[src/rtl/bch_pkg.sv]
// Shared constants and GF(16) tables for the
// serial BCH(15,7) syndrome receiver.
package bch_pkg;

  localparam int BCH_N = 15;
  localparam int BCH_K = 7;
  localparam logic [8:0] GEN_POLY = 9'h1D1;
  localparam logic [4:0] GF_PRIM = 5'h13;

  // alpha^i in polynomial basis, i = 0..14
  localparam logic [3:0] ALPHA_POW [15] = '{
    4'h1, 4'h2, 4'h4, 4'h8, 4'h3,
    4'h6, 4'hC, 4'hB, 4'h5, 4'hA,
    4'h7, 4'hE, 4'hF, 4'hD, 4'h9
  };

  // log_alpha(v); entry 0 is unused
  localparam logic [3:0] ALPHA_LOG [16] = '{
    4'd0,  4'd0,  4'd1,  4'd4,
    4'd2,  4'd8,  4'd5,  4'd10,
    4'd3,  4'd14, 4'd9,  4'd7,
    4'd6,  4'd13, 4'd11, 4'd12
  };

  typedef enum logic {
    IDLE,
    COLLECT
  } rx_state_t;

endpackage

[src/rtl/gf16_mul_alpha_pow.sv]
// Multiply a GF(16) element by a fixed power
// of alpha using the log/antilog tables.
module gf16_mul_alpha_pow
  import bch_pkg::*;
#(
  parameter int EXP = 1
) (
  input  logic [3:0] s,
  output logic [3:0] p
);

  logic [3:0] idx;

  // zero stays zero; otherwise add exponents mod 15
  always_comb begin
    idx = 4'((int'(ALPHA_LOG[s]) + EXP) % BCH_N);
    p = 4'h0;
    if (s != 4'h0) p = ALPHA_POW[idx];
  end

endmodule

[src/rtl/bch_serial_rx.sv]
// Serial BCH(15,7) receiver: shifts in a word
// MSB first and computes S1/S3 by Horner's rule.
module bch_serial_rx
  import bch_pkg::*;
(
  input  logic        clk,
  input  logic        rst,
  input  logic        bit_in,
  input  logic        bit_valid,
  input  logic        sof,
  output logic        bit_ready,
  output logic [14:0] cw_out,
  output logic [3:0]  s1_out,
  output logic [3:0]  s3_out,
  output logic        err_flag,
  output logic        cw_valid,
  input  logic        cw_ready,
  output logic        frame_abort
);

  localparam logic [3:0] CNT_LAST = 4'(BCH_N - 1);

  rx_state_t   state;
  logic [3:0]  cnt;
  logic [14:0] shift;
  logic [3:0]  s1;
  logic [3:0]  s3;

  logic [3:0]  s1a;
  logic [3:0]  s3a;
  logic [14:0] nxt_shift;
  logic [3:0]  nxt_s1;
  logic [3:0]  nxt_s3;
  logic        last;
  logic        xfer;

  gf16_mul_alpha_pow #(.EXP(1)) u_mul1 (
    .s (s1),
    .p (s1a)
  );

  gf16_mul_alpha_pow #(.EXP(3)) u_mul3 (
    .s (s3),
    .p (s3a)
  );

  // next-state datapath for one collected bit
  always_comb begin
    nxt_shift = {shift[13:0], bit_in};
    nxt_s1    = s1a ^ {3'b000, bit_in};
    nxt_s3    = s3a ^ {3'b000, bit_in};
    last      = (state == COLLECT) && (cnt == CNT_LAST);
    bit_ready = rst | ~(last & cw_valid & ~cw_ready);
    xfer      = bit_valid & bit_ready;
  end

  // frame FSM, syndrome registers and output word
  always_ff @(posedge clk) begin
    if (rst) begin
      state       <= IDLE;
      cnt         <= 4'd0;
      shift       <= 15'd0;
      s1          <= 4'h0;
      s3          <= 4'h0;
      cw_out      <= 15'd0;
      s1_out      <= 4'h0;
      s3_out      <= 4'h0;
      err_flag    <= 1'b0;
      cw_valid    <= 1'b0;
      frame_abort <= 1'b0;
    end else begin
      frame_abort <= 1'b0;
      if (cw_valid && cw_ready) cw_valid <= 1'b0;
      if (xfer) begin
        if (sof) begin
          shift       <= {14'd0, bit_in};
          s1          <= {3'b000, bit_in};
          s3          <= {3'b000, bit_in};
          cnt         <= 4'd1;
          frame_abort <= (state == COLLECT);
          state       <= COLLECT;
        end else if (state == COLLECT) begin
          shift <= nxt_shift;
          s1    <= nxt_s1;
          s3    <= nxt_s3;
          if (cnt == CNT_LAST) begin
            cw_out   <= nxt_shift;
            s1_out   <= nxt_s1;
            s3_out   <= nxt_s3;
            err_flag <= |{nxt_s1, nxt_s3};
            cw_valid <= 1'b1;
            cnt      <= 4'd0;
            state    <= IDLE;
          end else begin
            cnt <= cnt + 4'd1;
          end
        end
      end
    end
  end

endmodule

[config.mk]
export PLATFORM = sky130hd
export DESIGN_NAME = bch_serial_rx
export DESIGN_NICKNAME = d
export VERILOG_FILES = /design/src/rtl/bch_pkg.sv /design/src/rtl/gf16_mul_alpha_pow.sv /design/src/rtl/bch_serial_rx.sv
export SDC_FILE = /design/constraint.sdc
export NUM_CORES = 1
export LEC_CHECK = 0
export BUFFER_PORTS_ARGS = -buffer_cell sky130_fd_sc_hd__buf_2
export CAP_MARGIN = 25
export CORE_ASPECT_RATIO = 0.8
export CORE_UTILIZATION = 59
export DETAILED_ROUTE_END_ITERATION = 8
export HOLD_SLACK_MARGIN = 0.08
export PLACE_DENSITY_LB_ADDON = 0.12
export SLEW_MARGIN = 20
export SYNTH_ARGS = -nofsm -noshare
export SYNTH_HDL_FRONTEND = slang
export SYNTH_SLANG_ARGS = --single-unit
[constraint.sdc]
create_clock -name clk -period 5.6 [get_ports clk]
set_input_delay 0.28 -clock clk [delete_from_list [all_inputs] [get_ports clk]]
set_output_delay 0.28 -clock clk [all_outputs]
set_load 0.01 [all_outputs]
# Yosys cells after proc, flatten, opt, wreduce, memory -nomap -nowiden
# Memories as Yosys holds them, arrays and structs flattened.
# Cells that the tools add are included.
# word_totals
reg_bits,53
rom_bits,256
in_bits,6
out_inout_bits,27
word_cells,75
memories,4
# classes
add_sub_neg,3
n_div,2
magnitude_cmp,4
n_eq_ne,1
muxes,27
bitwise_logic,14
reduce_logical,9
# mem_list
name,words,word_bits,read_ports,rd_ports_with_merged_regs,wr,line,source
(name not given),16,4,1,0,0,gf16_mul_alpha_pow.sv:16,idx = 4'((int'(ALPHA_LOG[s]) + EXP) % BCH_N);
(name not given),16,4,1,0,0,gf16_mul_alpha_pow.sv:18,if (s != 4'h0) p = ALPHA_POW[idx];
(name not given),16,4,1,0,0,gf16_mul_alpha_pow.sv:18,
(name not given),16,4,1,0,0,gf16_mul_alpha_pow.sv:16,
# op_table
op,count
$mux 4,17
$mod 32x5->32 const B,2
$mux 14,2
$ge 5x5->1 const B,4
$not 4->5,4
$mux 1,8
$reduce_bool 4->1,2
$reduce_or 8->1,1
$xor 4x1->4,2
$add 4x1->5 const B,1
$add 4x2->5 const B,1
$add 4x1->4 const B,1
$eq 4x4->1 const B,1
$not 1->1,4
$reduce_and 4->1,1
$and 1x1->1,3
$reduce_or 3->1,1
$logic_and 1x1->1,2
$reduce_and 2->1,1
$reduce_bool 2->1,1
$or 1x1->1,1

# Depth between registers and ports, before layout
# depth
depth_word,14
mapped_depth,23
ltp_nobuf,21

# Modules after synthesis
# A second synthesis with hierarchy kept.
# unflattened
cells_unflattened,408
area_unflattened_um2,3479.6
# by_module_without_submodules
module,n_inst,cells_each,area_each_um2,seq_area_each_um2
bch_serial_rx,1,239,2114.5,1061.0
gf16_mul_alpha_pow (u_mul1),1,91,758.2,0.0
gf16_mul_alpha_pow (u_mul3),1,78,606.8,0.0

# Worst setup path after synthesis
# OpenSTA, ideal clock, no wires.
# synth_timing
path_kind,reg-to-reg
start,reg s1[0]
end,reg s1[0]
setup_time_ns,0.087
t_arrival_ns,5.099
t_required_ns,5.513
slack_ns,0.414
path_stages_with_launch,24
path_buffers,2
period_less_slack_ns,5.186
cell_sequence,dfxtp_1 inv_2 ha_1 or3b_1 a31o_1 ha_1 clkbuf_1 xnor2_2 ha_1 and3_4 nand3_1 xnor2_1 ha_1 clkbuf_1 nand2b_1 or4_1 o211ai_2 inv_1 ha_1 or4_1 a21boi_2 o31a_1 o21ai_1 a221oi_2
# synth_via
elab_chain_len,14
# synth_lines
item,line,source
start: declaration,bch_serial_rx.sv:26,logic [3:0] s1;
start signal: assignment,bch_serial_rx.sv:77,"s1 <= {3'b000, bit_in};"
start signal: assignment,bch_serial_rx.sv:84,s1 <= nxt_s1;
$not 4->5 (implied by the code),gf16_mul_alpha_pow.sv:16,
$mem_v2 16x4,n/a,
$mux 4 (implied by the code) (2 in a row),gf16_mul_alpha_pow.sv:16,
$add 4x1->5,gf16_mul_alpha_pow.sv:16,
$mod 32x5->32,gf16_mul_alpha_pow.sv:16,
$not 4->5 (implied by the code),gf16_mul_alpha_pow.sv:18,
$mem_v2 16x4,n/a,
$mux 4 (implied by the code) (2 in a row),gf16_mul_alpha_pow.sv:18,
$mux 4 *,gf16_mul_alpha_pow.sv:18,
$xor 4x1->4 *,bch_serial_rx.sv:50,"nxt_s1 = s1a ^ {3'b000, bit_in};"
$mux 4 *,bch_serial_rx.sv:82,end else if (state == COLLECT) begin
$mux 4 *,bch_serial_rx.sv:75,if (sof) begin
# Every way passes the cells marked *; elsewhere a longest branch is shown, timed or not. The select of a mux whose other input is x is not followed.
# A chain may end at the register's enable or synchronous reset.

# Worst setup path after layout
# layout_timing
start,reg s1[0]
end,reg err_flag
# layout_via
elab_chain_len,13
# layout_lines
item,line,source
$not 4->5 (implied by the code),gf16_mul_alpha_pow.sv:16,
$mem_v2 16x4,n/a,
$mux 4 (implied by the code) (2 in a row),gf16_mul_alpha_pow.sv:16,
$add 4x1->5,gf16_mul_alpha_pow.sv:16,
$mod 32x5->32,gf16_mul_alpha_pow.sv:16,
$not 4->5 (implied by the code),gf16_mul_alpha_pow.sv:18,
$mem_v2 16x4,n/a,
$mux 4 (implied by the code) (2 in a row),gf16_mul_alpha_pow.sv:18,
$mux 4 *,gf16_mul_alpha_pow.sv:18,
$xor 4x1->4 *,bch_serial_rx.sv:50,
$reduce_or 8->1 *,bch_serial_rx.sv:90,"err_flag <= |{nxt_s1, nxt_s3};"
end signal: assignment,bch_serial_rx.sv:90,
end: declaration,bch_serial_rx.sv:15,"output logic err_flag,"
# Marked as above.

==> summary.txt <==
Setup clock skew after layout - 0.00975 ns
Post-synthesis instance area - 3410 um2
Leakage Power - 0.00141 uW
# Post-CTS Setup Buffers - 0
Vias - 2967
Vias in the first global route - 2659
Critical path data arrival time - 5.48 ns
Synth top area share - 31.2%
Core Footprint - 5500 um2
Crit Reg-Reg Startpoint - s1[0]
Power Dens Cells - 176 nW/um2
Detail Placement HPWL - 5100 um
Worst setup path startpoint - s1[0]
Setup Viol. Count Final - 0
Fill count - 482
Worst setup slack after layout - 0.271 ns
Max-cap check violation count - 0
DRC Markers - 0
Headroom to the max-slew limit - 36.8%
Cell types with the largest area share after synthesis - sky130_fd_sc_hd__dfxtp_1 (31%), sky130_fd_sc_hd__ha_1 (9.9%), sky130_fd_sc_hd__nand2_1 (6.1%), sky130_fd_sc_hd__a21oi_1 (4.8%), sky130_fd_sc_hd__a22oi_1 (4.4%)
Slack of the worst reg-to-reg path - 0.27 ns
Total Nets Final - 465
Router iterations before antenna repair - 5
Timing-limited maximum frequency - 188 MHz
Clock tree from TritonCTS - done
Post-synthesis sequential area ratio - 31.2%
Post-synth net total - 445
Total global routing track utilization - 24.7%
Number of antenna-violating nets in the routed design - 0
Worst Min Path Start - cw_ready
Overflow left after global routing - 0
Maximum vdd drop - 199 uV
Top Ports - 33
Final TNS setup - 0 ns
Post-placement worst setup slack - 0.0559 ns
Critical Path Start Type - flop
DR WL/cell - 14.0 um
Period utilisation layout - 95.2%
FFs w/ async S/R, synth - 0%
Min Tclk post-route - 5.33 ns
Main flop type after synthesis - sky130_fd_sc_hd__dfxtp_1
Finished Cell Area - 3690 um2
Critical-path maximum fanout - 10
Clock transition at the registers of the reported paths - 0.10 ns
Area added between synthesis and finish - 8.27%
Port Buffers - 32
Clk sinks - 53
Post-synthesis cell type with the largest combined area - sky130_fd_sc_hd__dfxtp_1
Share of the core filled with cells - 67.1%
Layout cell share with drive strength beyond 1 - 18.2%
Iteration-0 DRC count of the detailed router - 143
Type of the worst setup path - reg -> reg
Worst-Skew Late Latency - 0.31 ns
Final antenna diode count - 0
Register bit total from synthesis - 53
Required time at the worst-slack endpoint - 5.75 ns
Global-route wire length before repair - 12200 um
Mapped Cells - 412
YS warnings - 0
Mean number of vias per cell - 5.81
Unrepaired setup endpoints after global routing - false
Cell row count - 24
Clock root buffer master - sky130_fd_sc_hd__clkbuf_8
Inserted Clock Buffers - 5
Number of antenna violations at the first check in global routing - 0
Standard cell area after detailed placement - 3590 um2
Type of destination of the critical path - flop
Vertical die dimension - 70.0 um
Maximum level of the CTS H-tree - 2
EDFF count, synth - 0
Worst slew pin tran - 0.948 ns
Number of library cell types mapped by synthesis - 71
Avg Cell Area, Syn - 8.27 um2
Number of hold-slack violations in the final timing report - 0
Run status - complete, no violations
Final wirelength - 7180 um
Floorplan die area - 6080 um2
Clock tree buffer depth - 2
Pin count of the biggest net entering global routing - 55
Starting Density - 62.0%
Die W - 86.9 um
Fin. max-slew vios - 0
Final weighted congestion in routability-driven placement - 0.945
Hold crit path type - in -> reg
cell usage after synthesis, drive strengths merged (2+ instances only):
master / number
o21a: 2
nor2: 35
or4: 3
and3: 2
nand4: 2
nor3: 12
nand3: 10
o311ai: 2
ha: 27
a32oi: 2
a211oi: 6
buf: 5
o31ai: 5
mux2i: 7
mux4: 4
a22oi: 20
nor2b: 9
a31oi: 2
o2111ai: 3
clkinv: 2
clkbuf: 17
nand2b: 8
o211ai: 3
xnor2: 3
and2: 2
a21boi: 2
dfxtp: 53
a221oi: 2
nand2: 55
o2bb2ai: 2
nor4: 5
a21oi: 34
or4b: 2
o21ai: 12
nor3b: 3
inv: 28
or2: 2
timing repair:
action,CTS,global route
hold buffers,0,0
endpoints found under the setup margin,0,4
gates resized for setup,0,3
sequential cells by signal (all words and copies together), names as in the netlist:
signal	flops
cw_out	15
shift	14
cnt	4
s1	4
s1_out	4
s3	4
s3_out	4
cw_valid	1
err_flag	1
frame_abort	1
state	1
worst max-delay path: stages, from the launching register on:
cell and delay, ns:
sky130_fd_sc_hd__dfxtp_2 0.41, sky130_fd_sc_hd__inv_2 0.08, sky130_fd_sc_hd__ha_1 0.25, sky130_fd_sc_hd__or3b_1 0.36
sky130_fd_sc_hd__a31o_1 0.28, sky130_fd_sc_hd__ha_2 0.27, sky130_fd_sc_hd__xnor2_2 0.26, sky130_fd_sc_hd__ha_1 0.24
sky130_fd_sc_hd__and3_4 0.20, sky130_fd_sc_hd__nand3_1 0.09, sky130_fd_sc_hd__xnor2_1 0.16, sky130_fd_sc_hd__ha_2 0.31
sky130_fd_sc_hd__nand2b_1 0.15, sky130_fd_sc_hd__or4_1 0.43, sky130_fd_sc_hd__o211ai_2 0.11, sky130_fd_sc_hd__inv_1 0.12
sky130_fd_sc_hd__ha_1 0.19, sky130_fd_sc_hd__or4_1 0.55, sky130_fd_sc_hd__a21boi_2 0.20, sky130_fd_sc_hd__nor4_2 0.08
sky130_fd_sc_hd__nor4_1 0.32, sky130_fd_sc_hd__a211oi_1 0.12
worst paths after layout:
kind	to	cells past startpoint
worst max-delay path	err_flag	21
worst min-delay path	cw_valid	3
worst max register to register	err_flag	21
worst min register to register	cw_out[13]	2
power breakdown:
group          internal (uW)  total (uW)  switching, uW
logic                   16.4        50.3           33.8
registers                380         384           4.28
clock network           88.9         215            127
total                    485         650            165
final cells by class:
cell class,count,area [um2],share of cell area [%]
Multi-Input combinational cell,307,2140,58.1
Inverter,30,113,3.05
Timing Repair Buffer,35,183,4.95
Clock inverter,3,21.3,0.577
Clock buffer,5,68.8,1.87
Tap cell,78,97.6,2.65
Sequential cell,53,1060,28.8
per-layer routing:
metal	track usage, %	part of all wire, %	vias to the layer above
met5	0	0	-
met4	7.04	1.6	0
met3	3.78	3.8	14
met2	38.5	45	64
met1	35.4	49	1373
li1	-	-	1516
per-stage QoR:
step                hold slack, ns  power, uW  instances
finish                       0.266        650        511
global placement             0.440        441        503
global route                 0.279        674        511
CTS                          0.273        656        511
floorplan                    0.416        430        412
detailed placement           0.444        443        503
cells by family after synthesis:
family,count (synthesis),synth area share [%]
xor+xnor,4,1.25
mux,12,5.03
compound gates,111,24.5
buf+inv,52,6.36
flops,53,31.2
fa+ha+maj,28,10.2
simple gates,152,21.5
cell usage in the layout, fill, tap and decap left out, drive strengths merged, types with 10 or more instances in the layout:
master	Yosys	final
nor2	35	35
dfxtp	53	53
a21oi	34	34
ha	27	27
inv	28	29
a22oi	20	20
buf	5	35
nor3	12	12
o21ai	12	12
nand2	55	55
nand3	10	10
No activity file was read; power rests on OpenSTA's default activity.
